### src/rtl/fft_pkg.sv
// -----------------------------------------------------------------------------
// fft_pkg
// Shared definitions for the FFT acquisition path (fft_acq_ctrl, fft,
// fft_spi_out): the acquisition sequencer state encoding and the default
// frame geometry constants.
// -----------------------------------------------------------------------------
package fft_pkg;

    // Acquisition sequencer states
    typedef enum logic [2:0] {
        IDLE      = 3'd0,
        REQ       = 3'd1,
        WAIT_ADC  = 3'd2,
        INSERT    = 3'd3,
        WAIT_FFT  = 3'd4,
        START_SPI = 3'd5,
        WAIT_SPI  = 3'd6
    } fft_acq_state_e;

    // Default frame geometry shared by the FFT datapath blocks
    localparam int FFT_N_POINTS     = 16;
    localparam int FFT_SAMPLE_W     = 8;
    localparam int FFT_IN_W_DEFAULT = 16;

endpackage

### src/rtl/fft_frame_timer.sv
// -----------------------------------------------------------------------------
// fft_frame_timer
// Free-running frame period counter with periodic trigger tick.
//   clk, rst_n  : clock, synchronous active-low reset
//   enable      : 1 = counter runs; 0 = counter held at 0
//   continuous  : 1 = tick generation allowed
//   tick        : high for the cycle in which the counter sits at
//                 FRAME_PERIOD-1 (while enable & continuous)
// -----------------------------------------------------------------------------
module fft_frame_timer #(
    parameter int FRAME_PERIOD = 262144
) (
    input  logic clk,
    input  logic rst_n,
    input  logic enable,
    input  logic continuous,
    output logic tick
);

    localparam int CNT_W = (FRAME_PERIOD > 1) ? $clog2(FRAME_PERIOD) : 1;
    localparam logic [CNT_W-1:0] LAST_CNT = CNT_W'(FRAME_PERIOD - 1);

    logic [CNT_W-1:0] count_q;
    logic [CNT_W-1:0] count_d;

    // Next count: hold at zero while disabled, wrap at the end of the period
    always_comb begin
        count_d = count_q;
        if (!enable) begin
            count_d = '0;
        end else if (count_q == LAST_CNT) begin
            count_d = '0;
        end else begin
            count_d = count_q + CNT_W'(1);
        end
    end

    // Period counter register
    always_ff @(posedge clk) begin
        if (!rst_n) begin
            count_q <= '0;
        end else begin
            count_q <= count_d;
        end
    end

    assign tick = enable & continuous & (count_q == LAST_CNT);

endmodule

### src/rtl/fft_acq_ctrl.sv
// -----------------------------------------------------------------------------
// fft_acq_ctrl
// Acquisition/frame sequencer for the FFT datapath. A trigger (periodic tick
// or sw_start) starts a frame: each sample is requested from the ADC, packed
// into an FFT input word and written by address; once the frame is written
// the block waits for fft_finish, launches the SPI result dump and counts the
// completed frame. Triggers arriving mid-frame are dropped and flagged.
//
// Ports:
//   clk, rst_n              clock, synchronous active-low reset
//   enable, continuous      trigger enable, periodic trigger mode
//   sw_start                software trigger pulse
//   adc_sample/valid/data   ADC conversion request / result handshake
//   fft_insert/addr/imag/data  FFT sample write port
//   fft_finish              FFT done pulse
//   spi_start, spi_busy     SPI result dump handshake
//   busy, overrun, frame_cnt   status
//
// Build option: define FFT_ACQ_COMPLEX_EN to take two samples per address
// (real part then imaginary part, the latter shifted up by SAMPLE_W).
// -----------------------------------------------------------------------------
module fft_acq_ctrl
    import fft_pkg::*;
#(
    parameter int N_POINTS     = FFT_N_POINTS,
    parameter int ADDR_W       = 4,
    parameter int SAMPLE_W     = FFT_SAMPLE_W,
    parameter int FFT_IN_W     = FFT_IN_W_DEFAULT,
    parameter int FRAME_PERIOD = 262144,
    parameter int FRAME_CNT_W  = 16
) (
    input  logic                   clk,
    input  logic                   rst_n,
    input  logic                   enable,
    input  logic                   continuous,
    input  logic                   sw_start,
    output logic                   adc_sample,
    input  logic                   adc_valid,
    input  logic [SAMPLE_W-1:0]    adc_data,
    output logic                   fft_insert,
    output logic [ADDR_W-1:0]      fft_addr,
    output logic                   fft_imag,
    output logic [FFT_IN_W-1:0]    fft_data,
    input  logic                   fft_finish,
    output logic                   spi_start,
    input  logic                   spi_busy,
    output logic                   busy,
    output logic                   overrun,
    output logic [FRAME_CNT_W-1:0] frame_cnt
);

`ifdef FFT_ACQ_COMPLEX_EN
    localparam bit COMPLEX_EN = 1'b1;
`else
    localparam bit COMPLEX_EN = 1'b0;
`endif

    localparam logic [ADDR_W-1:0] LAST_ADDR = ADDR_W'(N_POINTS - 1);

    fft_acq_state_e         state_q, state_d;
    logic [ADDR_W-1:0]      addr_q, addr_d;
    logic                   imag_q, imag_d;
    logic [FFT_IN_W-1:0]    data_q, data_d;
    logic                   adc_sample_q, adc_sample_d;
    logic                   fft_insert_q, fft_insert_d;
    logic                   spi_start_q, spi_start_d;
    logic                   busy_q, busy_d;
    logic                   overrun_q, overrun_d;
    logic [FRAME_CNT_W-1:0] frame_cnt_q, frame_cnt_d;

    logic                   tick_s;
    logic                   trigger_s;
    logic [FFT_IN_W-1:0]    sample_ext_s;

    fft_frame_timer #(
        .FRAME_PERIOD (FRAME_PERIOD)
    ) u_frame_timer (
        .clk        (clk),
        .rst_n      (rst_n),
        .enable     (enable),
        .continuous (continuous),
        .tick       (tick_s)
    );

    // A tick coinciding with sw_start is a single trigger
    assign trigger_s    = tick_s | (enable & sw_start);
    assign sample_ext_s = {{(FFT_IN_W - SAMPLE_W){1'b0}}, adc_data};

    // Next-state, datapath and strobe logic; strobes are computed one cycle
    // ahead so they are registered and line up with the state they belong to
    always_comb begin
        state_d      = state_q;
        addr_d       = addr_q;
        imag_d       = imag_q;
        data_d       = data_q;
        adc_sample_d = 1'b0;
        fft_insert_d = 1'b0;
        spi_start_d  = 1'b0;
        frame_cnt_d  = frame_cnt_q;

        if (trigger_s && (state_q != IDLE)) begin
            overrun_d = 1'b1;
        end else begin
            overrun_d = overrun_q;
        end

        case (state_q)
            IDLE: begin
                if (trigger_s) begin
                    state_d      = REQ;
                    addr_d       = '0;
                    imag_d       = 1'b0;
                    adc_sample_d = 1'b1;
                end else begin
                    state_d = IDLE;
                end
            end
            REQ: begin
                state_d = WAIT_ADC;
            end
            WAIT_ADC: begin
                if (adc_valid) begin
                    if (imag_q) begin
                        data_d = sample_ext_s << SAMPLE_W;
                    end else begin
                        data_d = sample_ext_s;
                    end
                    fft_insert_d = 1'b1;
                    state_d      = INSERT;
                end else begin
                    state_d = WAIT_ADC;
                end
            end
            INSERT: begin
                if (COMPLEX_EN && !imag_q) begin
                    // imaginary half of the same address still to come
                    imag_d       = 1'b1;
                    state_d      = REQ;
                    adc_sample_d = 1'b1;
                end else if (addr_q == LAST_ADDR) begin
                    state_d = WAIT_FFT;
                end else begin
                    addr_d       = addr_q + ADDR_W'(1);
                    imag_d       = 1'b0;
                    state_d      = REQ;
                    adc_sample_d = 1'b1;
                end
            end
            WAIT_FFT: begin
                if (fft_finish) begin
                    state_d     = START_SPI;
                    spi_start_d = 1'b1;
                end else begin
                    state_d = WAIT_FFT;
                end
            end
            START_SPI: begin
                state_d = WAIT_SPI;
            end
            WAIT_SPI: begin
                if (!spi_busy) begin
                    state_d     = IDLE;
                    frame_cnt_d = frame_cnt_q + FRAME_CNT_W'(1);
                end else begin
                    state_d = WAIT_SPI;
                end
            end
            default: begin
                state_d = IDLE;
            end
        endcase

        busy_d = (state_d != IDLE);
    end

    // State, datapath and status registers
    always_ff @(posedge clk) begin
        if (!rst_n) begin
            state_q      <= IDLE;
            addr_q       <= '0;
            imag_q       <= 1'b0;
            data_q       <= '0;
            adc_sample_q <= 1'b0;
            fft_insert_q <= 1'b0;
            spi_start_q  <= 1'b0;
            busy_q       <= 1'b0;
            overrun_q    <= 1'b0;
            frame_cnt_q  <= '0;
        end else begin
            state_q      <= state_d;
            addr_q       <= addr_d;
            imag_q       <= imag_d;
            data_q       <= data_d;
            adc_sample_q <= adc_sample_d;
            fft_insert_q <= fft_insert_d;
            spi_start_q  <= spi_start_d;
            busy_q       <= busy_d;
            overrun_q    <= overrun_d;
            frame_cnt_q  <= frame_cnt_d;
        end
    end

    assign adc_sample = adc_sample_q;
    assign fft_insert = fft_insert_q;
    assign fft_addr   = addr_q;
    assign fft_imag   = imag_q;
    assign fft_data   = data_q;
    assign spi_start  = spi_start_q;
    assign busy       = busy_q;
    assign overrun    = overrun_q;
    assign frame_cnt  = frame_cnt_q;

endmodule

### config.mk
export PLATFORM = sky130hd
export DESIGN_NAME = fft_acq_ctrl
export DESIGN_NICKNAME = d
export VERILOG_FILES = /design/src/rtl/fft_pkg.sv /design/src/rtl/fft_frame_timer.sv /design/src/rtl/fft_acq_ctrl.sv
export SDC_FILE = /design/constraint.sdc
export NUM_CORES = 1
export LEC_CHECK = 0
export ABC_AREA = 1
export CAP_MARGIN = 30
export CORE_MARGIN = 1
export CORE_UTILIZATION = 25
export DETAILED_ROUTE_END_ITERATION = 6
export GPL_TIMING_DRIVEN = 0
export SYNTH_ARGS = -nofsm -noshare
export SYNTH_HDL_FRONTEND = slang
export SYNTH_HIERARCHICAL = 1
export SYNTH_SLANG_ARGS = --single-unit
### constraint.sdc
create_clock -name clk -period 2.1 [get_ports clk]
set_input_delay 0.525 -clock clk [delete_from_list [all_inputs] [get_ports clk]]
set_output_delay 0.525 -clock clk [all_outputs]
set_load 0.02 [all_outputs]
-- Word level (Yosys, flattened, before mapping)
Cells that the tools add are included.
- logic and storage cells: 60
- bits in registers: 63
- output and inout port bits: 42
- reductions and logical operators: 11
- equality and inequality tests: 10
- $add $sub $neg: 3
- bitwise logic cells: 7
- mux-type cells: 18
- operators by type and width (operator ; number):
    $pmux 3 s7 ; 1
    $add 18x1->18 const B ; 1
    $eq 18x18->1 const B ; 1
    $add 16x1->16 const B ; 1
    $mux 16 ; 1
    $eq 3x3->1 const B ; 3
    $mux 1 ; 9
    $mux 4 ; 2
    $pmux 4 s2 ; 1
    $reduce_and 2->1 ; 4
    $eq 3x2->1 const B ; 2
    $mux 3 ; 2
    $reduce_bool 3->1 ; 2
    $add 4x1->4 const B ; 1
    $eq 4x4->1 const B ; 1
    $ne 2x2->1 const B ; 2
    $pmux 1 s2 ; 2
    $and 1x1->1 ; 3
    $eq 3x1->1 const B ; 1
    $logic_not 3->1 ; 1
    $not 1->1 ; 3
    $reduce_and 3->1 ; 1
    $reduce_or 3->1 ; 1
    $reduce_bool 2->1 ; 1
    other kinds (2) ; 2

-- Depth between registers and ports, before layout
- depth in word-level cells: 6
- gate-level depth with buffers: 14
- depth with buffers taken out: 14

-- Hierarchy
The synthesis kept the hierarchy.
- by module, submodules not included (module ; seq. area each (um2) ; area each (um2) ; cells each ; times used):
    fft_acq_ctrl ; 720.7 ; 1730.4 ; 239 ; 1
    fft_frame_timer ; 360.3 ; 952.2 ; 137 ; 1

-- Worst setup path before layout
No wires, ideal clock.
- path type: register to register
- start: register u_frame_timer.count_q[0]
- end: register addr_q[3], in the netlist fft_addr[3]
- stages on the path, launching flop included: 15
- required time: 1.987 ns
- arrival: 1.672 ns
- path slack: 0.315 ns
- path buffers: 0
- clock period less this slack: 1.785 ns
- cells stage by stage: dfxtp_1 ha_1 nand3_2 inv_1 nand2_2 nor2_1 nand3_1 nor2_1 a21oi_1 nor2_1 nor2_4 nor2_2 nand2_1 nand2_1 nor2_1
- cells in the longest elaborated chain, start to end: 5
- RTL lines (what ; line ; RTL):
    from (decl) ; fft_frame_timer.sv:23 ; logic [CNT_W-1:0] count_q;
    from (signal assigned) ; fft_frame_timer.sv:43 ; count_q <= count_d;
    $eq 18x18->1 ; fft_frame_timer.sv:47 ; assign tick = enable & continuous & (count_q == LAST_CNT);
    $and 1x1->1 ; fft_frame_timer.sv:47 ;
    via tick_s ; fft_acq_ctrl.sv:71 ; logic tick_s;
    $or 1x1->1 ; fft_acq_ctrl.sv:86 ; assign trigger_s = tick_s | (enable & sw_start);
    $ne 2x2->1 (no source line) ; -- ;
    $reduce_and 3->1 (no source line) ; -- ;
    to (signal assigned) ; fft_acq_ctrl.sv:191 ; addr_q <= addr_d;
    to (decl) ; fft_acq_ctrl.sv:61 ; logic [ADDR_W-1:0] addr_q, addr_d;
The timed path passes the listed nets, and every way through them passes these cells.
A chain may end at the register's enable or synchronous reset.

-- Worst setup path after layout
- start: register frame_cnt_q[7], in the netlist frame_cnt[7]
- end: output frame_cnt[7]
- RTL lines (what ; line ; RTL):
    from (decl) ; fft_acq_ctrl.sv:69 ; logic [FRAME_CNT_W-1:0] frame_cnt_q, frame_cnt_d;
    from (signal assigned) ; fft_acq_ctrl.sv:199 ; frame_cnt_q <= frame_cnt_d;
    to (decl) ; fft_acq_ctrl.sv:49 ; output logic [FRAME_CNT_W-1:0] frame_cnt
No word-level cell between the ends.

==> results.tsv <==
metric	value	unit
yosys.cell_types.count	34	
status	finished clean	
relSlewSlack	0.625	
cts_hold_buf	0	
die_w	106	µm
whs_path_depth	1	
area_growth	28.9	%
p_leak	1.36	nW
grt_pass1_wl	10700	µm
slew_violations	0	
rows	37	
dr.pass1.iters	4	
synthXorXnorAreaFrac	0.0261	
htreeDepth	2	
cp_slowest_cell	clkdlybuf4s50_1	
worstRegToRegCells	13	
dp_hpwl	4650	µm
start_util	0.259	
drive_gt1_frac	0.130	
io_pins	58	
rr_startpoint	u_frame_timer/count_q[0]$_SDFF_PP0_	
end_kind	primary output	
crit_buf_inv	1	
clk_pin_slew	100	ps
cts_buffer_depth	2	
clock-sinks	54	
synth_top_family_by_area	simple AND/OR/NAND/NOR gates	
worstPathRequired	1570	ps
numCtsBuffers	5	
drtIter0Drc	106	
synth-simple-area-share	0.377	
rsz0062_at_grt	no	
grt_pass1_vias	2330	
vias	2411	
die_h	106	µm
place_ws	-5.53	ps
arrival	1400	ps
power_density	526	mW/mm²
cts_setup_buffers	0	
clock_latency	310	ps
via_per_inst	4.19	
layout_setup_ws	174	ps
path_delay_family	buffers and inverters	
netlist_instances	376	
crit_type	reg2out	
max_freq	0.519	GHz
layout.cells.non_filler	575	
numPortBuffers	48	
totalWireLength	6130	µm
antenna_found_initial	0	
timing.final.hold_violations	0	
slowest_delay	640	ps
cts_root_buf	clkbuf_8	
placed_area	0.00336	mm²
diodes	0	
yosys.area_share.adder	0.0140	
place_congestion	0.766	
syn_avg_cell_area	7.13	µm²
ys_seq_area_frac	0.403	
hold_ws	440	ps
drc	0	
track_usage	0.118	
setup_viol	0	
cp-start-kind	flip-flop	
finalClockSkew	12.4	ps
cts_tree	yes	
worst_slew_pin_slew	562	ps
rrSetupSlack	220	ps
hp-class	reg2reg	
synth_compound_area_frac	0.0770	
die_area	0.0111	mm²
grt_max_degree	16	
crit_path_cell_trace	clkdlybuf4s50_1	
ir_drop	0.263	mV
wl_per_cell	10.7	µm
min_to	u_frame_timer/count_q[0]$_SDFF_PP0_	
r2r_end	fft_addr[2]$_SDFFE_PN0P_	
synthMuxAreaShare	0	
fin_crit	1930	ps
fin_crit_sh	0.917	
antenna_left	0	
ys_ff_latch	54	
ys_warn_count	6	
finalInstanceArea	0.00346	mm²
core	0.0104	mm²
fin_nets	458	
grt-ovfl-total	0	
hold_start	u_frame_timer/count_q[0]$_SDFF_PP0_	
dp_cells	568	
crit_fanout	5	
drv_cap	0	
netlist_area	0.00268	mm²
-- cell usage after synthesis, drive strengths merged --
master   n  area share
or2      3      0.0070
buf     11       0.035
nor2    97        0.17
clkbuf   2      0.0028
conb     1      0.0014
nand3   28       0.063
inv     46       0.064
o21bai   2      0.0056
a21oi   19       0.037
nand2   74        0.11
nand4    5       0.014
dfxtp   54        0.40
xor2     4       0.013
nand3b   1      0.0028
o21ai   17       0.032
nor3b    1      0.0047
xnor2    4       0.013
ha       3       0.014
o21a     1      0.0028
nand2b   1      0.0023
nor3     2      0.0037
-- cells in the final DEF, fill, tap and decap left out, types with 4 or more instances in the layout --
cell type	instances
nor2_1	77
nand2_1	68
dfxtp_1	53
clkdlybuf4s50_1	48
inv_1	43
nand3_1	24
a21oi_1	18
o21ai_0	16
nor2_2	13
buf_4	9
conb_1	9
nor2_4	6
clkbuf_8	5
nand4_1	4
xnor2_1	4
xor2_1	4
nand2_2	4
-- logic make-up (layout without fill, tap and decap cells) --
group | count (synthesis) | count (layout)
adder cells (fa/ha/maj) | 3 | 3
other | 1 | 9
XOR/XNOR | 8 | 8
buffers and inverters | 59 | 114
AO/OA/AOI/OAI | 39 | 39
AND/OR/NAND/NOR | 212 | 212
flip-flops | 54 | 54
-- final cells by class --
type                       instances  area (µm²)
inverter                          46         173
fill                            1128        6910
buffer                            13         100
tap                              136         170
multi-input combinational        271        1370
timing repair buffer              48         480
sequential                        54        1080
clock inverter                     1        7.51
clock buffer                       6        72.6
-- how the worst max path moves through the flow --
| stage | startpoint | to | slack [ps] | cells past startpoint |
|---|---|---|---|---|
| floorplan | u_frame_timer/count_q[0]$_SDFF_PP0_ | fft_addr[3]$_SDFFE_PN0P_ | 310 | 14 |
| global placement | rst_n | fft_addr[2]$_SDFFE_PN0P_ | -10 | 6 |
| detailed placement | rst_n | fft_addr[2]$_SDFFE_PN0P_ | -6 | 6 |
| CTS | u_frame_timer/count_q[0]$_SDFF_PP0_ | fft_addr[3]$_SDFFE_PN0P_ | 20 | 14 |
| global route | u_frame_timer/count_q[0]$_SDFF_PP0_ | fft_addr[2]$_SDFFE_PN0P_ | 7 | 13 |
| finish | frame_cnt[7]$_SDFFE_PN0P_ | frame_cnt[7] | 170 | 1 |
-- sequential cells by signal, summed over array words and instances, names as in the netlist --
name and flops:
u_frame_timer/count_q 18, frame_cnt 16, fft_data 8, fft_addr 4, state_q 3, adc_sample 1
busy 1, fft_insert 1, overrun 1, spi_start 1
-- metal layers --
layer / track usage / routed length (µm) / up-vias
met1: 0.151 / 3000 / 1077
met4: 0.0397 / 91 / 0
li1: - / - / 1277
met2: 0.196 / 2740 / 52
met3: 0.0278 / 306 / 5
met5: 0 / 0 / -
-- what timing repair did --
| item | CTS | global route |
|---|---|---|
| gates resized for setup | 0 | 6 |
| setup endpoints to repair | 0 | 7 |
| hold endpoints to repair | 0 | 0 |
-- report_power, final --
group	switching (mW)	internal [mW]	total, mW
Clock	0.337	0.230	0.567
Combinational	0.106	0.0874	0.194
Sequential	0.0147	1.04	1.06
-- through the flow --
stage,util,TNS [ps],power (mW)
5_1_grt,0.333,0,1.91
3_3_place_gp,0.324,-10.9,1.27
2_1_floorplan,-,0,1.19
4_1_cts,0.332,0,1.85
6_report,0.333,0,1.82
3_5_place_dp,0.324,-5.53,1.27
No activity file was read; power rests on OpenSTA's default activity.
